**src/rtl/uart_tx_arbiter.sv**
```systemverilog
// uart_tx_arbiter: round-robin sharing of one uart_tx among NUM_REQ byte streams, with optional per-owner lock
module uart_tx_arbiter #(
  parameter int NUM_REQ      = 4,
  parameter int LOCK_TIMEOUT = 1000
) (
  input  logic                   i_clock,
  input  logic                   i_reset_n,
  input  logic [NUM_REQ-1:0]     i_reqValid,
  input  logic [8*NUM_REQ-1:0]   i_reqData,
  input  logic [NUM_REQ-1:0]     i_reqLock,
  output logic [NUM_REQ-1:0]     o_reqAccept,
  output logic [NUM_REQ-1:0]     o_grant,
  output logic                   o_txBegin,
  output logic [7:0]             o_txData,
  input  logic                   i_txBusy,
  input  logic                   i_txDone,
  output logic                   o_busy
);
  localparam int IW = (NUM_REQ > 1) ? $clog2(NUM_REQ) : 1;
  typedef enum logic [1:0] {ARB, WAIT_BUSY, WAIT_DONE, HOLD} state_t;
  state_t               state_q, state_d;
  logic [IW-1:0]        ptr_q, ptr_d, owner_q, owner_d;
  logic                 lock_q, lock_d, begin_q, begin_d, busy_q;
  logic [15:0]          cnt_q, cnt_d;
  logic [NUM_REQ-1:0]   grant_q, grant_d, accept_q, accept_d;
  logic [7:0]           data_q, data_d;
  logic [IW-1:0]        win, idx, nxt, who;
  logic                 issue;
  // descending scan so the last hit is the nearest set bit at or above the pointer
  always_comb begin
    win = ptr_q;
    idx = ptr_q;
    for (int i = NUM_REQ - 1; i >= 0; i--) begin
      idx = IW'((int'(ptr_q) + i) % NUM_REQ);
      if (i_reqValid[idx]) win = idx;
    end
    nxt = (owner_q == IW'(NUM_REQ - 1)) ? '0 : owner_q + 1'b1;
    who = (state_q == HOLD) ? owner_q : win;
    issue = !i_txBusy && ((state_q == ARB && |i_reqValid) || (state_q == HOLD && i_reqValid[owner_q]));
  end
  always_comb begin
    state_d  = state_q;
    ptr_d    = ptr_q;
    owner_d  = owner_q;
    lock_d   = lock_q;
    cnt_d    = cnt_q;
    grant_d  = grant_q;
    accept_d = '0;
    begin_d  = 1'b0;
    data_d   = data_q;
    if (issue) begin
      state_d  = WAIT_BUSY;
      owner_d  = who;
      grant_d  = NUM_REQ'(1) << who;
      accept_d = NUM_REQ'(1) << who;
      begin_d  = 1'b1;
      data_d   = i_reqData[8*who +: 8];
      lock_d   = i_reqLock[who];
      cnt_d    = '0;
    end else begin
      case (state_q)
        WAIT_BUSY: state_d = i_txBusy ? WAIT_DONE : WAIT_BUSY;
        WAIT_DONE: if (i_txDone) begin
          state_d = lock_q ? HOLD : ARB;
          cnt_d   = '0;
          ptr_d   = lock_q ? ptr_q : nxt;
          grant_d = lock_q ? grant_q : '0;
        end
        HOLD: if (cnt_q == 16'(LOCK_TIMEOUT - 1)) begin
          state_d = ARB;
          ptr_d   = nxt;
          grant_d = '0;
          lock_d  = 1'b0;
        end else cnt_d = cnt_q + 16'd1;
        default: ;
      endcase
    end
  end
  always_ff @(posedge i_clock or negedge i_reset_n) begin
    if (!i_reset_n) begin
      state_q  <= ARB;
      ptr_q    <= '0;
      owner_q  <= '0;
      lock_q   <= 1'b0;
      cnt_q    <= '0;
      grant_q  <= '0;
      accept_q <= '0;
      begin_q  <= 1'b0;
      data_q   <= '0;
      busy_q   <= 1'b0;
    end else begin
      state_q  <= state_d;
      ptr_q    <= ptr_d;
      owner_q  <= owner_d;
      lock_q   <= lock_d;
      cnt_q    <= cnt_d;
      grant_q  <= grant_d;
      accept_q <= accept_d;
      begin_q  <= begin_d;
      data_q   <= data_d;
      busy_q   <= (state_d != ARB);
    end
  end
  assign o_reqAccept = accept_q;
  assign o_grant     = grant_q;
  assign o_txBegin   = begin_q;
  assign o_txData    = data_q;
  assign o_busy      = busy_q;
endmodule

```
**config.mk**
```make
export PLATFORM = sky130hd
export DESIGN_NAME = uart_tx_arbiter
export DESIGN_NICKNAME = d
export VERILOG_FILES = /design/src/rtl/uart_tx_arbiter.sv
export SDC_FILE = /design/constraint.sdc
export NUM_CORES = 1
export LEC_CHECK = 0
export CORE_MARGIN = 2
export CORE_UTILIZATION = 43
export CTS_BUF_LIST = sky130_fd_sc_hd__clkbuf_4 sky130_fd_sc_hd__clkbuf_8
export DETAILED_ROUTE_END_ITERATION = 16
export PLACE_DENSITY_LB_ADDON = 0.3
export SYNTH_ARGS = -nofsm -noshare
export SYNTH_HDL_FRONTEND = slang
export SYNTH_SLANG_ARGS = --single-unit
```
**constraint.sdc**
```tcl
create_clock -name i_clock -period 1.7 [get_ports i_clock]
set_input_delay 0.255 -clock i_clock [delete_from_list [all_inputs] [get_ports i_clock]]
set_output_delay 0.255 -clock i_clock [all_outputs]
set_load 0.02 [all_outputs]
```
==> results of run 1 <==
sequential cells by signal (all words and copies together), names as in the netlist:
signal       flops
cnt_q           16
lock_q           1
o_busy           1
o_grant          4
o_reqAccept      4
o_txBegin        1
o_txData         8
owner_q          2
ptr_q            2
state_q          2
metal layers:
metal / global-route usage / vias to the layer above
met5: 0 / -
met4: 0.0786 / 0
met3: 0.0706 / 29
met2: 0.451 / 115
met1: 0.285 / 1202
li1: - / 1146
worst register-to-register path, delay by kind of cell, from the launching register on:
family	cells	cell delay (ps)
DFF	1	400
muxes	1	550
and+or+nand+nor	4	910
placed cells by master (no fill, tap or decap), drive strengths merged, types with 2 or more instances in the layout:
cell type and instances:
o2bb2ai 2, o22a 2, or3b 2, a31oi 2
clkdlybuf4s50 56, and4 3, ha 2, nand3 18
a21oi 13, dlymetal6s2s 2, o311ai 2, a2111o 6
o21ai 18, clkbuf 7, nor3b 2, nand2b 5
and3 3, dlygate4sd2 2, mux2i 19, o211ai 2
buf 65, and2 3, nand2 30, dfrtp 41
nor2 9, nand4 2, nor3 3, or3 6
inv 5, nor2b 2, o221ai 9
worst paths after layout:
kind	start	endpoint	slack (ps)
worst max-delay path	owner_q[1]	cnt_q[14]	-220
worst min-delay path	i_reset_n	cnt_q[14]	4
worst max register to register	owner_q[1]	cnt_q[14]	-220
worst min register to register	o_txData[7]	o_txData[7]	490
max in group asynchronous	i_reset_n	owner_q[1]	1320
min in group i_clock	o_txData[7]	o_txData[7]	490
through the flow:
| step | instance area, µm² | setup WS [ps] |
|---|---|---|
| 6_report | 3920 | -215 |
| 5_1_grt | 3920 | -258 |
| 4_1_cts | 3750 | -213 |
| 3_5_place_dp | 3370 | -602 |
| 3_3_place_gp | 3370 | -561 |
| 2_1_floorplan | 2360 | -121 |
repair_timing:
item,in CTS,in global routing
pin swaps,6,13
gates cloned,4,0
endpoints found under the setup margin,40,40
setup buffers,6,3
resized for setup,36,41
cell type report:
| type | count | area, µm² |
|---|---|---|
| Clock buffer | 7 | 90.1 |
| Clock inverter | 1 | 30.0 |
| Fill cell | 364 | 1220 |
| Tap cell | 70 | 87.6 |
| Multi-Input combinational cell | 180 | 1480 |
| Timing Repair Buffer | 125 | 1190 |
| Inverter | 5 | 21.3 |
| Sequential cell | 41 | 1030 |
power breakdown:
part           internal, mW  switching [mW]
registers              1.24           0.169
clock network         0.496           0.365
logic                  1.63            1.62
total                  3.37            2.15
cell families (layout without fill, tap and decap cells):
logic type               count (synthesis)  count (layout)  synth area share
AND/OR/NAND/NOR                         92              92             0.209
adder cells (fa/ha/maj)                  2               2            0.0108
multiplexers                            21              21            0.0970
buffers and inverters                   17             138            0.0396
AO/OA/AOI/OAI                           65              65             0.199
flip-flops                              41              41             0.444
==> impl_metrics.toml, run 1 <==
[floorplanning]
rows = 26
start_util = 0.449
die_h_um = 77.3
io_pins = 62
fp.dieW_um = 77.3
core_area_um2 = 5140
die_area_um2 = 5970

[drt]
wl_met2_um = 3940
via_per_inst = 5.81
dr_wl_met3_um = 540
highest_layer = "met4"
routed_wl_um = 7590
drtAntennaViolNets = 0
wirelength_met1_um = 2810
dr.pass1.iters = 4
via_count = 2492
drt_iter0_drc = 107
wl_per_cell_um = 17.7
drc = 0

[sta]
finalSetupViolCount = 35
setup_ws_ps = -215
min_period_ps = 1920
period_share = 1.13
worst_pin_slew_ps = 531
drv_slew = 0
skew_ps = 13.9
hold_viol_final = 0
finalHoldWorstSlack_ps = 4.24
slew-limit-headroom = 0.646
timing.fmax_ghz = 0.522
rsz0062_at_grt = "yes"
setup_tns_ps = -4540

[logic_synthesis]
syn_nets = 284
yosysWarningCount = 0
ys_seq_elements = 41
synthFlopType = "dfrtp_1"
synth_area_leaders = "dfrtp_1, mux2i_1, nand2_1, nand3_1, o21ai_0"
synth_edf_count = 0
netlist_area_um2 = 2310
synth_most_common_cell = "dfrtp_1"
syn_avg_cell_area_um2 = 9.70
ys_seq_area_frac = 0.444
yosysTopAreaCell = "dfrtp_1"
synthCells = 238
async_reset_ff_frac = 1.00
synth.distinct_cells = 52
synth_top_area_frac = 0.444
synthTopCellsByCount = "dfrtp_1, nand2_1, mux2i_1, nand3_1, o21ai_0"

[worst_hold_path]
hold_class = "in2async"

[clock_network]
clock_path_buffers = 2
path_clk_slew_ps = 80
htreeDepth = 2
cts_root_buffer = "clkbuf_8"
cts_tree = "yes"
cts_sinks = 41
cts-buffers-inserted = 5
cts_hold_buf = 0
clock_latency_ps = 300

[place]
place_congestion = 0.794
port_buffers = 61
dp.cells = 409
post-dp-hpwl_um = 4520

[worst_setup_path]
worst-path-stages = 5
worstSetupEndpointType = "register"
cp.arrival_ps = 2150
cp_max_fo = 5
critical_path_class = "reg2reg"
cp.required_ps = 1940
max_stage_delay_ps = 550
reg2regPathDepth = 5
cp_top_family = "simple AND/OR/NAND/NOR gates"
path_cells = "mux4_2 -> nand2b_4 -> or3b_4 -> or3_1 -> nand3_1"
worst_path_max_delay_cell = "mux4_2"
cp-start-kind = "register"
crit_buf_inv = 0

[cells_and_area]
drive_above_1_share = 0.340
final_util = 0.762
stdcell_count = 429
syn_to_final_growth_pct = 69.8
diodes = 0
final_nets = 404

[global_routing]
grt_pass1_wl_um = 11900
antenna_found_initial = 0
grt_util_all_layers = 0.251
grt_max_degree = 42
first_global_vias = 2510
grt-ovfl-total = 0

[pwr]
leakage_nw = 1.71
peakVddDrop_mv = 0.906
power_mw = 5.52
powerDensity_nw_per_um2 = 1410

[run]
maxCapViolations = 0

[run_status]
violations = "setup timing"
status = "finished, violations left"
(Power assumes the default switching activity.)
==> run 2: changes to the inputs <==
REMOVE_ABC_BUFFERS = 1   (was default)
==> run 2 against run 1 <==
Against the previous run:
- the run still ends with setup timing left
- core utilization is 0.097 points higher
- final cell count is 1.4% higher
- clock skew is 7.3 ps lower
- combinational power is 5% higher
- final area is 0.13% higher
- worst setup slack worse by 23 ps
- hold slack better by 8.4 ps
- critical path depth stayed put
- first-iteration DRC count is 5.6% lower
- clock power is 17% lower
- largest cell class unchanged
- highest routed layer unchanged
==> impl_metrics.toml, run 2 (synthesized netlist as in run 1, its figures left out) <==
[cells_and_area]
drive_above_1_share = 0.356
largest-register = "cnt_q"
syn_to_final_growth_pct = 70.0
n_fill_cell = 345
final_nets = 410
largest_reg_flops = 16
layout_commonest_cell = "clkdlybuf4s50_1"
final_cell_mix = "clkdlybuf4s50_1, buf_4, dfrtp_1"
final_util = 0.763
diodes = 0

[floorplanning]
rows = 26
die_area_um2 = 5970
die_h_um = 77.3
start_util = 0.449
io_pins = 62
fp.dieW_um = 77.3
core_area_um2 = 5140

[clock_network]
cts_root_buffer = "clkbuf_8"
path_clk_slew_ps = 80
htreeDepth = 2
cts_sinks = 41
cts_tree = "yes"
cts_hold_buf = 0
clock_path_buffers = 2
clock_latency_ps = 300
cts-buffers-inserted = 5

[drt]
via_count = 2501
dr.pass1.iters = 4
drt_iter0_drc = 101
drc = 0
wl_per_cell_um = 17.8
drtAntennaViolNets = 0
via_per_inst = 5.75
routed_wl_um = 7730

[run]
maxCapViolations = 0

[sta]
finalSetupViolCount = 38
setup_tns_ps = -4960
skew_ps = 6.58
setup_ws_ps = -238
drv_slew = 0
hold_viol_final = 0
worst_pin_slew_ps = 535
min_period_ps = 1940
timing.fmax_ghz = 0.516
slew-limit-headroom = 0.643
rsz0062_at_grt = "yes"
finalHoldWorstSlack_ps = 12.7
period_share = 1.14

[global_routing]
grt_pass1_wl_um = 12500
antenna_found_initial = 0
grt_max_degree = 42
first_global_vias = 2566
grt_util_all_layers = 0.264
grt-ovfl-total = 0

[worst_setup_path]
cp_max_fo = 4
critical_path_class = "reg2reg"
cp-start-kind = "register"
cp.arrival_ps = 2170
worstSetupEndpointType = "register"
cp.required_ps = 1930

[place]
place_congestion = 0.863
post-place-ws_ps = -609
port_buffers = 61
post-dp-hpwl_um = 4620

[worst_hold_path]
hold_class = "in2async"

[run_status]
status = "finished, violations left"
violations = "setup timing"

[pwr]
leakage_nw = 1.70
peakVddDrop_mv = 1.05
powerDensity_nw_per_um2 = 1420
==> run 2: changes by cell type in the layout (fill, tap and decap cells not counted), moves of 3 or more <==
cell     change
o21ai_1      +4
nand2_1      +3
mux2i_4      -3
o21ai_0      -4
buf_6        +6
mux2i_2      +6
mux2i_1      -3
==> run 2: repair_timing <==
action                                 CTS  global route
gates cloned                             3             0
setup endpoints to repair               40            40
setup buffers                            9             4
endpoints found under the hold margin    0             0
pin swaps                               20             6
resized for setup                       71            24
==> run 2: power by group <==
group / switching, mW / internal, mW
logic: 1.62 / 1.78
clock network: 0.351 / 0.367
registers: 0.206 / 1.24
==> run 2: layout make-up <==
type                    instances  area (µm²)  share of cell area
clock buffers                   7        96.3              0.0246
clock inverters                 1        5.00             0.00128
inverters                       5        26.3             0.00670
multi-input cells             180        1430               0.364
flip-flops and latches         41        1030               0.261
well taps                      70        87.6              0.0223
repair buffers                131        1250               0.319
==> run 2: layer usage <==
| metal | up-vias | track usage | part of all wire |
|---|---|---|---|
| met3 | 19 | 0.0565 | 0.053 |
| met1 | 1236 | 0.294 | 0.38 |
| met4 | 0 | 0.111 | 0.024 |
| met5 | - | 0 | 0 |
| met2 | 93 | 0.483 | 0.54 |
| li1 | 1153 | - | - |
==> run 2: worst paths after layout <==
path | from | end | slack, ps | cells past startpoint
setup / recovery | owner_q[1] | cnt_q[14] | -240 | 5
hold / removal | i_reset_n | cnt_q[4] | 10 | 2
setup reg to reg | owner_q[1] | cnt_q[14] | -240 | 5
hold reg to reg | o_txData[7] | o_txData[7] | 490 | 2
max in group asynchronous | i_reset_n | o_grant[0] | 1320 | 2
min in group i_clock | o_txData[7] | o_txData[7] | 490 | 2
==> run 2: through the flow <==
stage | total power, mW | instance area (µm²) | cells
after floorplan | 2.63 | 2240 | 226
after CTS | 5.28 | 3820 | 432
final | 5.56 | 3920 | 435
after detailed placement | 3.87 | 3370 | 412
after global placement | 3.82 | 3370 | 412
after global routing | 5.84 | 3920 | 435
==> run 2: worst max-delay path, stage by stage (launching register included) <==
cell	delay, ps
dfrtp_1	410
mux4_2	520
nand2b_2	100
or3b_4	400
or3_4	380
nand3_1	70
==> RTL edit (settings of run 2) <==
Put one more register stage on the output `o_txData`, cleared by the reset. The value now appears one clock later. The other outputs are not delayed to match.
--- a/src/rtl/uart_tx_arbiter.sv
+++ b/src/rtl/uart_tx_arbiter.sv
@@ -105,5 +105,11 @@
   assign o_grant     = grant_q;
   assign o_txBegin   = begin_q;
-  assign o_txData    = data_q;
+  always_ff @(posedge i_clock or negedge i_reset_n) begin
+    if (!i_reset_n) begin
+      o_txData <= '0;
+    end else begin
+      o_txData <= data_q;
+    end
+  end
   assign o_busy      = busy_q;
 endmodule
Formal check against the unedited RTL: not equivalent (a bounded check fails within 4 cycles, from zero or initial values and one cycle with i_reset_n low).
==> RTL edit against run 2 <==
The flow still finishes with violations (negative setup slack); first-iteration DRC count rose by 92%; routed wire length increased by 4.3%; via count shrank 0.36%; clock skew rose by 0.0017 ns; sequential cell count is 8 higher; worst setup slack lost 0.030 ns; synthesized area increased by 12%; critical path depth unchanged; core utilization is 5.7 points lower; global-route usage shrank 1.1 points; total power grew 14%; non-clock buffer count down 9; cell area is 6.0% higher; critical endpoint is now ptr_q[1]; largest cell class unchanged.
==> RTL edit: results (changes against run 2) <==
| Metric | Value |
|---|---|
| Outcome | `finished, violations left` |
| Failing checks | `negative setup slack` |
| CP max stage cell | `mux4_2` |
| Fillcell total | `425 (+23%)` |
| Non-CTS buffers | `122 (-6.9%)` |
| Peak VDD IR | `0.977 mV (-7.0%)` |
| CLK BUF | `6 (-1)` |
| Vias per cell | `5.65 (-1.7%)` |
| Remaining Overflow, GRT | `0 (unchanged)` |
| Synth area leaders | `dfrtp_1, mux2i_1, nor2_1` |
| Setup TNS | `-6.38 ns (-1.42 ns)` |
| Critical Path AT | `2.17 ns (about the same)` |
| Initial antenna violation count | `0 (unchanged)` |
| Clock buf/inv share | `2.41% (-0.18 points)` |
| Crit-path max FO | `3 (-1)` |
| Yosys cell types | `60 (+15%)` |
| Hold Path Depth | `0` |
| Biggest regs | `cnt_q x16, data_q x8, o_txData x8` |
| Ratio of cells with drive above 1 in the final layout | `36.6% (+1.0 points)` |
| Vias in the first global route | `2564 (-0.078%)` |
| Num CTS Buffers | `5 (unchanged)` |
| Root Buffer | `clkbuf_8` |
| Hold-fix buffers, CTS | `1 (+1)` |
| Initial DRC count | `194 (+92%)` |
| Leak | `1.81 nW (+6.2%)` |
| Multi-input logic area | `1580 um^2 (+11%)` |
| Vias | `2492 (-0.36%)` |
| First-pass GRT wire length | `12.6 mm (+0.77%)` |
| Drt total wl | `8.06 mm (+4.3%)` |
| Post-CTS Resized | `69 (-2.8%)` |
| Fin area | `4160 um^2 (+6.0%)` |
| Sequential fraction of the synthesis area | `47.3% (+2.9 points)` |
| Largest net degree at the start of global routing | `27 (-36%)` |
| Setup Viol. Count Final | `37 (-2.6%)` |
| Postcts setup bufs | `9 (unchanged)` |
| Worst hold path type | `flop to flop` |
| Clk_skew | `0.00832 ns (+0.00174 ns)` |
| Inverter count | `7 (+2)` |
| Number of synthesized register bits | `49 (+20%)` |
| Dpl cell area | `3620 um^2 (+7.5%)` |
| Detailed placement HPWL | `5.28 mm (+14%)` |
| Pre-CTS setup slack | `-0.764 ns (-0.156 ns)` |
| Post-placement cell count | `421 (+2.2%)` |
| GRT Total Usage | `25.3% (-1.1 points)` |
| Fin nets | `411 (+0.24%)` |
| Core Util, Final | `70.6% (-5.7 points)` |
| Top cells by count, synth | `dfrtp_1, nor2_1, mux2i_1, nand2_1, a21oi_1` |
| Syn Inst Count | `247 (+3.8%)` |
| Max incr delay on CP | `0.56 ns (+0.04 ns)` |
| Non-Clock Buffer Area Fraction | `27.1% (-4.8 points)` |
| Gpl congestion | `0.875 (+1.5%)` |
| Final worst setup slack | `-0.268 ns (-0.0297 ns)` |
| Cell family with most CP delay | `multiplexers` |
| Seq/total area | `29.6% (+3.4 points)` |
| Slew margin rel. | `57.1% (-7.2 points)` |
[RTL edit: cell count changes in the layout (fill, tap and decap cells not counted), moves of 6 or more]
cell | run 2 | this run
o21ai_1 | 12 | 0
a2111o_1 | 6 | 0
o221ai_1 | 7 | 0
nand3_1 | 18 | 5
nand2_1 | 30 | 13
mux2i_1 | 12 | 24
mux2i_2 | 7 | 0
dfrtp_1 | 41 | 47
a221oi_2 | 0 | 8
nor2_1 | 7 | 19
[RTL edit: final timing paths]
kind	startpoint	to	slack [ns]
max in group asynchronous	i_reset_n	state_q[0]	0.61
setup reg to reg	owner_q[1]	ptr_q[1]	-0.27
setup / recovery	owner_q[1]	ptr_q[1]	-0.27
min in group asynchronous	i_reset_n	o_txData[5]	0.51
hold / removal	data_q[1]	o_txData[1]	0.39
hold reg to reg	data_q[1]	o_txData[1]	0.39
[RTL edit: per-layer routing]
metal | up-vias | track usage [%] | share of wire, %
met5 | - | 0 | 0
li1 | 1157 | - | -
met4 | 0 | 8.50 | 1.9
met2 | 84 | 44.8 | 52
met3 | 12 | 3.85 | 5.0
met1 | 1239 | 31.7 | 41
[RTL edit: power breakdown]
part           leakage [nW]  switching [mW]  internal [mW]
Sequential            0.610           0.225           1.52
Combinational          1.14            1.97           1.89
Clock                0.0518           0.416          0.338
[RTL edit: cell families (layout without fill, tap and decap cells)]
logic type / count (synthesis) / count (layout) / synth area share [%]
compound gates: 61 / 61 / 18.3
flops: 49 / 49 / 47.3
xor+xnor: 4 / 4 / 1.35
buf+inv: 18 / 137 / 3.52
simple gates: 86 / 86 / 17.5
fa+ha+maj: 2 / 2 / 0.966
mux: 27 / 27 / 11.0
